==> config.mk <==
export PLATFORM = sky130hd
export DESIGN_NAME = mem_arbiter_flat
export DESIGN_NICKNAME = d
export VERILOG_FILES = /design/src/rtl/mem_arbiter_pkg.sv /design/src/rtl/mem_arbiter_if.sv /design/src/rtl/arb_wait_counter.sv /design/src/rtl/mem_arbiter.sv /design/src/flat_wrapper.sv
export SDC_FILE = /design/constraint.sdc
export NUM_CORES = 1
export LEC_CHECK = 0
export CAP_MARGIN = 20
export CORE_UTILIZATION = 40
export DETAILED_ROUTE_END_ITERATION = 6
export DONT_BUFFER_PORTS = 1
export HOLD_SLACK_MARGIN = 0.15
export SKIP_LAST_GASP = 1
export SYNTH_ARGS = -nofsm -noshare
export SYNTH_HDL_FRONTEND = slang
export SYNTH_SLANG_ARGS = --single-unit
==> constraint.sdc <==
create_clock -name clk -period 4.62 [get_ports clk]
set_clock_uncertainty 0.15 [all_clocks]
set_input_delay 0.924 -clock clk [delete_from_list [all_inputs] [get_ports clk]]
set_output_delay 0.924 -clock clk [all_outputs]
set_load 0.005 [all_outputs]
==> src/rtl/mem_arbiter_pkg.sv <==
// Shared types and parameter defaults for the fetch/data memory arbiter.
// Latency: n/a (declarations only).
// Backpressure: n/a.
package mem_arbiter_pkg;

  localparam int ADDR_W_DEF   = 32;
  localparam int DATA_W_DEF   = 32;
  localparam int WAIT_MAX_DEF = 255;

  typedef enum logic [1:0] {
    IDLE  = 2'd0,
    FETCH = 2'd1,
    DATA  = 2'd2,
    RESP  = 2'd3
  } arbState_t;

  // Which requester owned the most recently completed transaction.
  typedef enum logic {
    PORT_FETCH = 1'b0,
    PORT_DATA  = 1'b1
  } arbPort_t;

endpackage

==> src/rtl/mem_arbiter_if.sv <==
// Single-port memory request bus between the arbiter and the memory.
// Latency: n/a (wires only).
// Backpressure: the master holds MemReq and its operands until MemAck is seen.
// Ports: master drives MemReq/MemWe/MemAddr/MemWdata and receives MemRdata/MemAck;
//        slave is the mirror image.
interface mem_arbiter_if
  import mem_arbiter_pkg::*;
#(
  parameter int ADDR_W = ADDR_W_DEF,
  parameter int DATA_W = DATA_W_DEF
) ();

  logic              MemReq;
  logic              MemWe;
  logic [ADDR_W-1:0] MemAddr;
  logic [DATA_W-1:0] MemWdata;
  logic [DATA_W-1:0] MemRdata;
  logic              MemAck;

  modport master (
    output MemReq, MemWe, MemAddr, MemWdata,
    input  MemRdata, MemAck
  );

  modport slave (
    input  MemReq, MemWe, MemAddr, MemWdata,
    output MemRdata, MemAck
  );

endinterface

==> src/rtl/arb_wait_counter.sv <==
// Counts cycles a granted memory transaction has waited for MemAck.
// Latency: termCnt is combinational; it is high in the WAIT_MAX-th enabled cycle.
// Backpressure: none; clear has priority over enable.
// Ports: clk, reset (sync, active-high), clear (grant), enable (waiting cycle),
//        termCnt (this waiting cycle is the last one allowed).
module arb_wait_counter
  import mem_arbiter_pkg::*;
#(
  parameter int WAIT_MAX = WAIT_MAX_DEF
) (
  input  logic clk,
  input  logic reset,
  input  logic clear,
  input  logic enable,
  output logic termCnt
);

  localparam int CNT_W = $clog2(WAIT_MAX + 1);

  logic [CNT_W-1:0] count;

  always_ff @(posedge clk) begin
    if (reset || clear) begin
      count <= '0;
    end else if (enable) begin
      count <= count + CNT_W'(1);
    end
  end

  // Firing on WAIT_MAX-1 means the count reaches WAIT_MAX on this very cycle,
  // so the FSM leaves the wait state after exactly WAIT_MAX unacked cycles.
  assign termCnt = enable && (count == CNT_W'(WAIT_MAX - 1));

endmodule

==> src/rtl/mem_arbiter.sv <==
// Arbitrates fetch and data requests onto one single-port memory bus.
// Latency: grant-to-Ready = ack latency + 1; one idle cycle after each Ready.
// Backpressure: requesters stall (StallArbF/M) until their one-cycle Ready pulse.
// Ports: clk, reset (sync, active-high); fetch port IReqF/IAddrF -> IRdataF/IReadyF;
//        data port DReqM/DWeM/DAddrM/DWdataM -> DRdataM/DReadyM; mem (master bus);
//        StallArbF/StallArbM to the hazard unit; MemErr sticky timeout flag.
module mem_arbiter
  import mem_arbiter_pkg::*;
#(
  parameter int ADDR_W   = ADDR_W_DEF,
  parameter int DATA_W   = DATA_W_DEF,
  parameter int WAIT_MAX = WAIT_MAX_DEF
) (
  input  logic              clk,
  input  logic              reset,
  input  logic              IReqF,
  input  logic [ADDR_W-1:0] IAddrF,
  output logic [DATA_W-1:0] IRdataF,
  output logic              IReadyF,
  input  logic              DReqM,
  input  logic              DWeM,
  input  logic [ADDR_W-1:0] DAddrM,
  input  logic [DATA_W-1:0] DWdataM,
  output logic [DATA_W-1:0] DRdataM,
  output logic              DReadyM,
  mem_arbiter_if.master     mem,
  output logic              StallArbF,
  output logic              StallArbM,
  output logic              MemErr
);

  typedef struct packed {
    logic              we;
    logic [ADDR_W-1:0] addr;
    logic [DATA_W-1:0] wdata;
  } memCmd_t;

  arbState_t state;
  arbPort_t  lastPort;
  memCmd_t   cmd;
  logic      memReq;

  logic fetchElig, dataElig, pickData, busy, grant, timeout, keep;

  // A port whose Ready is high was just served; do not re-issue it.
  assign fetchElig = IReqF & ~IReadyF;
  assign dataElig  = DReqM & ~DReadyM;
  // Data normally wins; right after a data completion a waiting fetch goes first.
  assign pickData  = dataElig & ~(fetchElig & (lastPort == PORT_DATA));
  assign busy      = (state == FETCH) || (state == DATA);
  assign grant     = (state == IDLE) && (fetchElig || dataElig);
  // A requester that dropped Req mid-flight gets neither data nor Ready.
  assign keep      = (state == FETCH) ? IReqF : DReqM;

  assign StallArbF = IReqF & ~IReadyF;
  assign StallArbM = DReqM & ~DReadyM;

  assign mem.MemReq   = memReq;
  assign mem.MemWe    = cmd.we;
  assign mem.MemAddr  = cmd.addr;
  assign mem.MemWdata = cmd.wdata;

  arb_wait_counter #(.WAIT_MAX(WAIT_MAX)) waitCnt (
    .clk     (clk),
    .reset   (reset),
    .clear   (grant),
    .enable  (busy & ~mem.MemAck),
    .termCnt (timeout)
  );

  always_ff @(posedge clk) begin
    if (reset) begin
      state    <= IDLE;
      lastPort <= PORT_FETCH;
      cmd      <= '0;
      memReq   <= 1'b0;
      IReadyF  <= 1'b0;
      DReadyM  <= 1'b0;
      IRdataF  <= '0;
      DRdataM  <= '0;
      MemErr   <= 1'b0;
    end else begin
      IReadyF <= 1'b0;
      DReadyM <= 1'b0;
      case (state)
        IDLE: begin
          if (grant) begin
            memReq <= 1'b1;
            if (pickData) begin
              state <= DATA;
              cmd   <= '{we: DWeM, addr: DAddrM, wdata: DWdataM};
            end else begin
              state <= FETCH;
              cmd   <= '{we: 1'b0, addr: IAddrF, wdata: cmd.wdata};
            end
          end
        end
        FETCH, DATA: begin
          // timeout is only raised in cycles without MemAck, so ack wins a tie.
          if (mem.MemAck || timeout) begin
            memReq   <= 1'b0;
            state    <= RESP;
            lastPort <= (state == DATA) ? PORT_DATA : PORT_FETCH;
            if (!mem.MemAck) begin
              MemErr <= 1'b1;
            end
            if (state == FETCH) begin
              if (keep) begin
                IReadyF <= 1'b1;
                IRdataF <= mem.MemAck ? mem.MemRdata : '0;
              end
            end else if (keep) begin
              DReadyM <= 1'b1;
              if (!cmd.we) begin
                DRdataM <= mem.MemAck ? mem.MemRdata : '0;
              end
            end
          end
        end
        RESP:    state <= IDLE;
        default: state <= IDLE;
      endcase
    end
  end

endmodule

==> src/flat_wrapper.sv <==
// flat-port wrapper written by rule: the top's interface ports become plain ports
module mem_arbiter_flat import mem_arbiter_pkg::*;
#(
  parameter int ADDR_W   = ADDR_W_DEF,
  parameter int DATA_W   = DATA_W_DEF,
  parameter int WAIT_MAX = WAIT_MAX_DEF
)
  (clk, reset, IReqF, IAddrF, IRdataF, IReadyF, DReqM, DWeM, DAddrM, DWdataM, DRdataM, DReadyM, StallArbF, StallArbM, MemErr, mem_MemReq, mem_MemWe, mem_MemAddr, mem_MemWdata, mem_MemRdata, mem_MemAck);
  mem_arbiter_if #(.ADDR_W(ADDR_W), .DATA_W(DATA_W)) mem_i ();
  input  logic clk;
  input  logic reset;
  input  logic IReqF;
  input  logic [ADDR_W-1:0] IAddrF;
  output logic [DATA_W-1:0] IRdataF;
  output logic IReadyF;
  input  logic DReqM;
  input  logic DWeM;
  input  logic [ADDR_W-1:0] DAddrM;
  input  logic [DATA_W-1:0] DWdataM;
  output logic [DATA_W-1:0] DRdataM;
  output logic DReadyM;
  output logic StallArbF;
  output logic StallArbM;
  output logic MemErr;
  output wire logic [$bits(mem_i.MemReq)-1:0] mem_MemReq;
  output wire logic [$bits(mem_i.MemWe)-1:0] mem_MemWe;
  output wire logic [$bits(mem_i.MemAddr)-1:0] mem_MemAddr;
  output wire logic [$bits(mem_i.MemWdata)-1:0] mem_MemWdata;
  input wire logic [$bits(mem_i.MemRdata)-1:0] mem_MemRdata;
  input wire logic [$bits(mem_i.MemAck)-1:0] mem_MemAck;
  assign mem_MemReq = mem_i.MemReq;
  assign mem_MemWe = mem_i.MemWe;
  assign mem_MemAddr = mem_i.MemAddr;
  assign mem_MemWdata = mem_i.MemWdata;
  assign mem_i.MemRdata = mem_MemRdata;
  assign mem_i.MemAck = mem_MemAck;
  mem_arbiter #(.ADDR_W(ADDR_W), .DATA_W(DATA_W), .WAIT_MAX(WAIT_MAX)) u_core (.clk(clk), .reset(reset), .IReqF(IReqF), .IAddrF(IAddrF), .IRdataF(IRdataF), .IReadyF(IReadyF), .DReqM(DReqM), .DWeM(DWeM), .DAddrM(DAddrM), .DWdataM(DWdataM), .DRdataM(DRdataM), .DReadyM(DReadyM), .mem(mem_i), .StallArbF(StallArbF), .StallArbM(StallArbM), .MemErr(MemErr));
endmodule
==> flow_metrics.env <==
export IMPL_yosys_synthesis_warning_count=0
export IMPL_rrSetupSlack_ps=2060
export IMPL_worstRegToRegCells=4
export IMPL_r2r_start="u_core.IReadyF"
export IMPL_worst_r2r_endpoint="u_core.mem.MemAddr[21]"
export IMPL_yosys_cell_types_count=38
export IMPL_clk_root_buffer_cell="sky130_fd_sc_hd__clkbuf_16"
export IMPL_avgSynthCellArea_um2=9.612
export IMPL_cts_buffers_inserted=17
export IMPL_layout_nets=679
export IMPL_detailedRoute_firstPassIterationCount=4
export IMPL_placement_cell_area_um2=5434
export IMPL_final_cell_mix="sky130_fd_sc_hd__dfxtp_1, sky130_fd_sc_hd__nand2_1, sky130_fd_sc_hd__a32o_1"
export IMPL_largest_buffer_count_on_any_clock_path=2
export IMPL_post_drt_wl_per_cell_um=18.36
export IMPL_ys_flop_type="sky130_fd_sc_hd__dfxtp_1"
export IMPL_synth_enable_flop_cells=0
export IMPL_critPathRequiredTime_ps=3550
export IMPL_peakVddDrop_uv=271.3
export IMPL_cellLeakagePower_uw=0.002242
export IMPL_layout_commonest_cell="sky130_fd_sc_hd__dfxtp_1"
export IMPL_antenna_cells=0
export IMPL_worst_path_dominant_cell_family="buffers and inverters"
export IMPL_gr_total_overflow=0
export IMPL_die_width_um=118.6
export IMPL_cellPowerDensity_nw_per_um2=623.4
export IMPL_cts_tree="built"
export IMPL_postLayoutSetupSlackWorst_ps=2014
export IMPL_wire_length_of_the_first_global_routing_pass_um=20690
export IMPL_class_of_the_most_critical_hold_timing_path="reg -> reg"
export IMPL_synth_async_reset_ratio_pct=0
export IMPL_ys_seq_area_share_pct=52.99
export IMPL_postSynthCellCount=566
export IMPL_crit_arrival_ps=1530
export IMPL_clkTransAtPathRegs_ps=60
export IMPL_drt_drc_violations_left=0
export IMPL_min_to="u_core.mem.MemWdata[15]"
export IMPL_timing_critical_path_slowest_stage_cell="sky130_fd_sc_hd__buf_4"
export IMPL_post_cts_repair_setup_buffers=0
export IMPL_placementRows=42
export IMPL_sequential_cell_area_um2=2883
export IMPL_ios=269
export IMPL_hold_buffers=0
export IMPL_dp_hpwl_um=9001
export IMPL_fin_setup_tns_ps=0
export IMPL_grt_use_total_pct=18.64
export IMPL_cap_violations=0
export IMPL_final_antenna_net_count=0
export IMPL_cts_sinks=144
export IMPL_synth_net_count=706
export IMPL_slew_headroom_pct=44.92
export IMPL_drv_slew=0
export IMPL_fp_dieH_um=118.6
export IMPL_critical_path_max_stage_delay_ps=370
export IMPL_layout_drive_gt1_share_pct=8.909
export IMPL_routabilityCongestion=0.7416
export IMPL_start_util_pct=41.08
export IMPL_maximum_net_fanout_on_the_critical_path=38
export IMPL_cp_cell_sequence="nand2b_1 -> inv_1 -> buf_4"
export IMPL_setup_worst_path_start_class="primary input"
export IMPL_antenna_found_initial=0
export IMPL_min_period_over_period_pct=56.41
export IMPL_final_util_pct=46.29
export IMPL_clkLatencyLatePin_ps=410
export IMPL_post_cts_resize_count=0
export IMPL_setup_violations=0
export IMPL_mappedNetlistArea_um2=5440
export IMPL_pre_cts_worst_setup_slack_ps=1364
export IMPL_number_of_register_bits_inferred_by_synthesis=144
export IMPL_drt_wl_total_um=13330
export IMPL_tightest_slew_ps=821.7
export IMPL_timing_setup_critical_path_class="in -> out"
export IMPL_areaGrowthSynthToFinish_pct=12.67
export IMPL_portBuffers=0
export IMPL_finish_instance_area_um2=6130
export IMPL_htreeDepth=4
export IMPL_multi_input_combinational_cell_area_um2=2260
export IMPL_fmax_mhz=383.7
export IMPL_detail_route_iter0_violations=174
export IMPL_detail_routed_via_count_per_cell=5.725
export IMPL_grt_pass1_vias=3955
export IMPL_final_period_minus_worst_setup_slack_ps=2606
export IMPL_coreArea_um2=13240
export IMPL_timing_final_hold_violations=0
export IMPL_cp_buffers_inverters=2
export IMPL_hold_path_startpoint="u_core.mem.MemWdata[15]"
export IMPL_detailroute_via_count=4156
export IMPL_rsz0062_at_grt="false"
export IMPL_fp_dieArea_um2=14070
export IMPL_pin_count_of_the_biggest_net_entering_global_routing=79
export IMPL_end_kind="primary output"
export IMPL_worst_hold_path_num_cells=2
export IMPL_num_fill_cells=1276
export IMPL_run_status="complete, no violations"
==> state kept, by name, summed over array words and instances (netlist names) <==
name                  cells
u_core.state              2
u_core.mem.MemWdata      32
u_core.DReadyM            1
u_core.mem.MemAddr       32
u_core.waitCnt.count      8
u_core.lastPort           1
u_core.DRdataM           32
u_core.IRdataF           32
u_core.mem.MemReq         1
u_core.mem.MemWe          1
u_core.MemErr             1
u_core.IReadyF            1
==> cell families after synthesis <==
kind of cell / synth area share [%]
buf+inv: 5.750
compound gates: 22.24
simple gates: 16.51
fa+ha+maj: 1.380
flops: 52.99
xor+xnor: 1.127
==> tightest hold or removal path: stages (launching register included) <==
cell and delay (ps):
sky130_fd_sc_hd__dfxtp_1 320, sky130_fd_sc_hd__nand2_1 60, sky130_fd_sc_hd__a21oi_1 50
==> area by class of cell <==
type / count / area share (%)
timing repair buffer: 9 / 1.551
multi-input combinational: 362 / 36.86
tap: 176 / 3.593
clock buffer: 23 / 8.287
inverter: 5 / 0.3062
clock inverter: 7 / 2.368
sequential: 144 / 47.03
==> Yosys cell counts (3+ instances only) <==
master / number / area [µm²]
sky130_fd_sc_hd__a21oi_1: 36 / 180.2
sky130_fd_sc_hd__a311oi_1: 34 / 297.8
sky130_fd_sc_hd__a32o_1: 64 / 640.6
sky130_fd_sc_hd__and3_1: 4 / 25.02
sky130_fd_sc_hd__buf_2: 22 / 110.1
sky130_fd_sc_hd__buf_6: 7 / 78.83
sky130_fd_sc_hd__clkbuf_1: 23 / 86.33
sky130_fd_sc_hd__dfxtp_1: 144 / 2883
sky130_fd_sc_hd__ha_1: 6 / 75.07
sky130_fd_sc_hd__inv_1: 5 / 18.77
sky130_fd_sc_hd__nand2_1: 102 / 382.9
sky130_fd_sc_hd__nand2b_1: 4 / 25.02
sky130_fd_sc_hd__nand3_1: 36 / 180.2
sky130_fd_sc_hd__nand4_1: 3 / 18.77
sky130_fd_sc_hd__nor2_1: 43 / 161.4
sky130_fd_sc_hd__nor2b_1: 3 / 18.77
sky130_fd_sc_hd__xor2_1: 5 / 43.79
==> worst max path at each step <==
stage                         from                endpoint  slack (ps)  cells after the start
floorplan                    DReqM               StallArbM        2150                      4
global placement             IReqF  u_core.mem.MemWdata[2]        1480                      4
detailed placement           IReqF  u_core.mem.MemWdata[0]        1360                      4
CTS                 u_core.IReadyF  u_core.mem.MemWdata[0]        1800                      4
global route        u_core.IReadyF  u_core.mem.MemAddr[12]        1820                      4
finish                       DReqM               StallArbM        2010                      3
==> report_power, final <==
| group | switching, µW | leakage (µW) | internal (µW) |
|---|---|---|---|
| registers | 187 | 0.00117 | 1470 |
| logic | 427 | 0.000749 | 258 |
| clock network | 493 | 0.000318 | 988 |
| total | 1110 | 0.00224 | 2710 |
==> stage by stage <==
step	hold slack [ps]	power (µW)	std cells
after global routing	338.2	4030	726
after detailed placement	312.3	2343	694
final	327.6	3821	726
after global placement	309.4	2317	694
after CTS	320.5	3838	724
after floorplan	302.7	2211	566
==> routing by layer <==
layer	wire length (µm)	global-route usage [%]
met1	5458	21.86
met2	6399	30.48
met3	1278	7.046
met4	191	7.595
met5	0	0
Power figures use the tool's default switching activity.
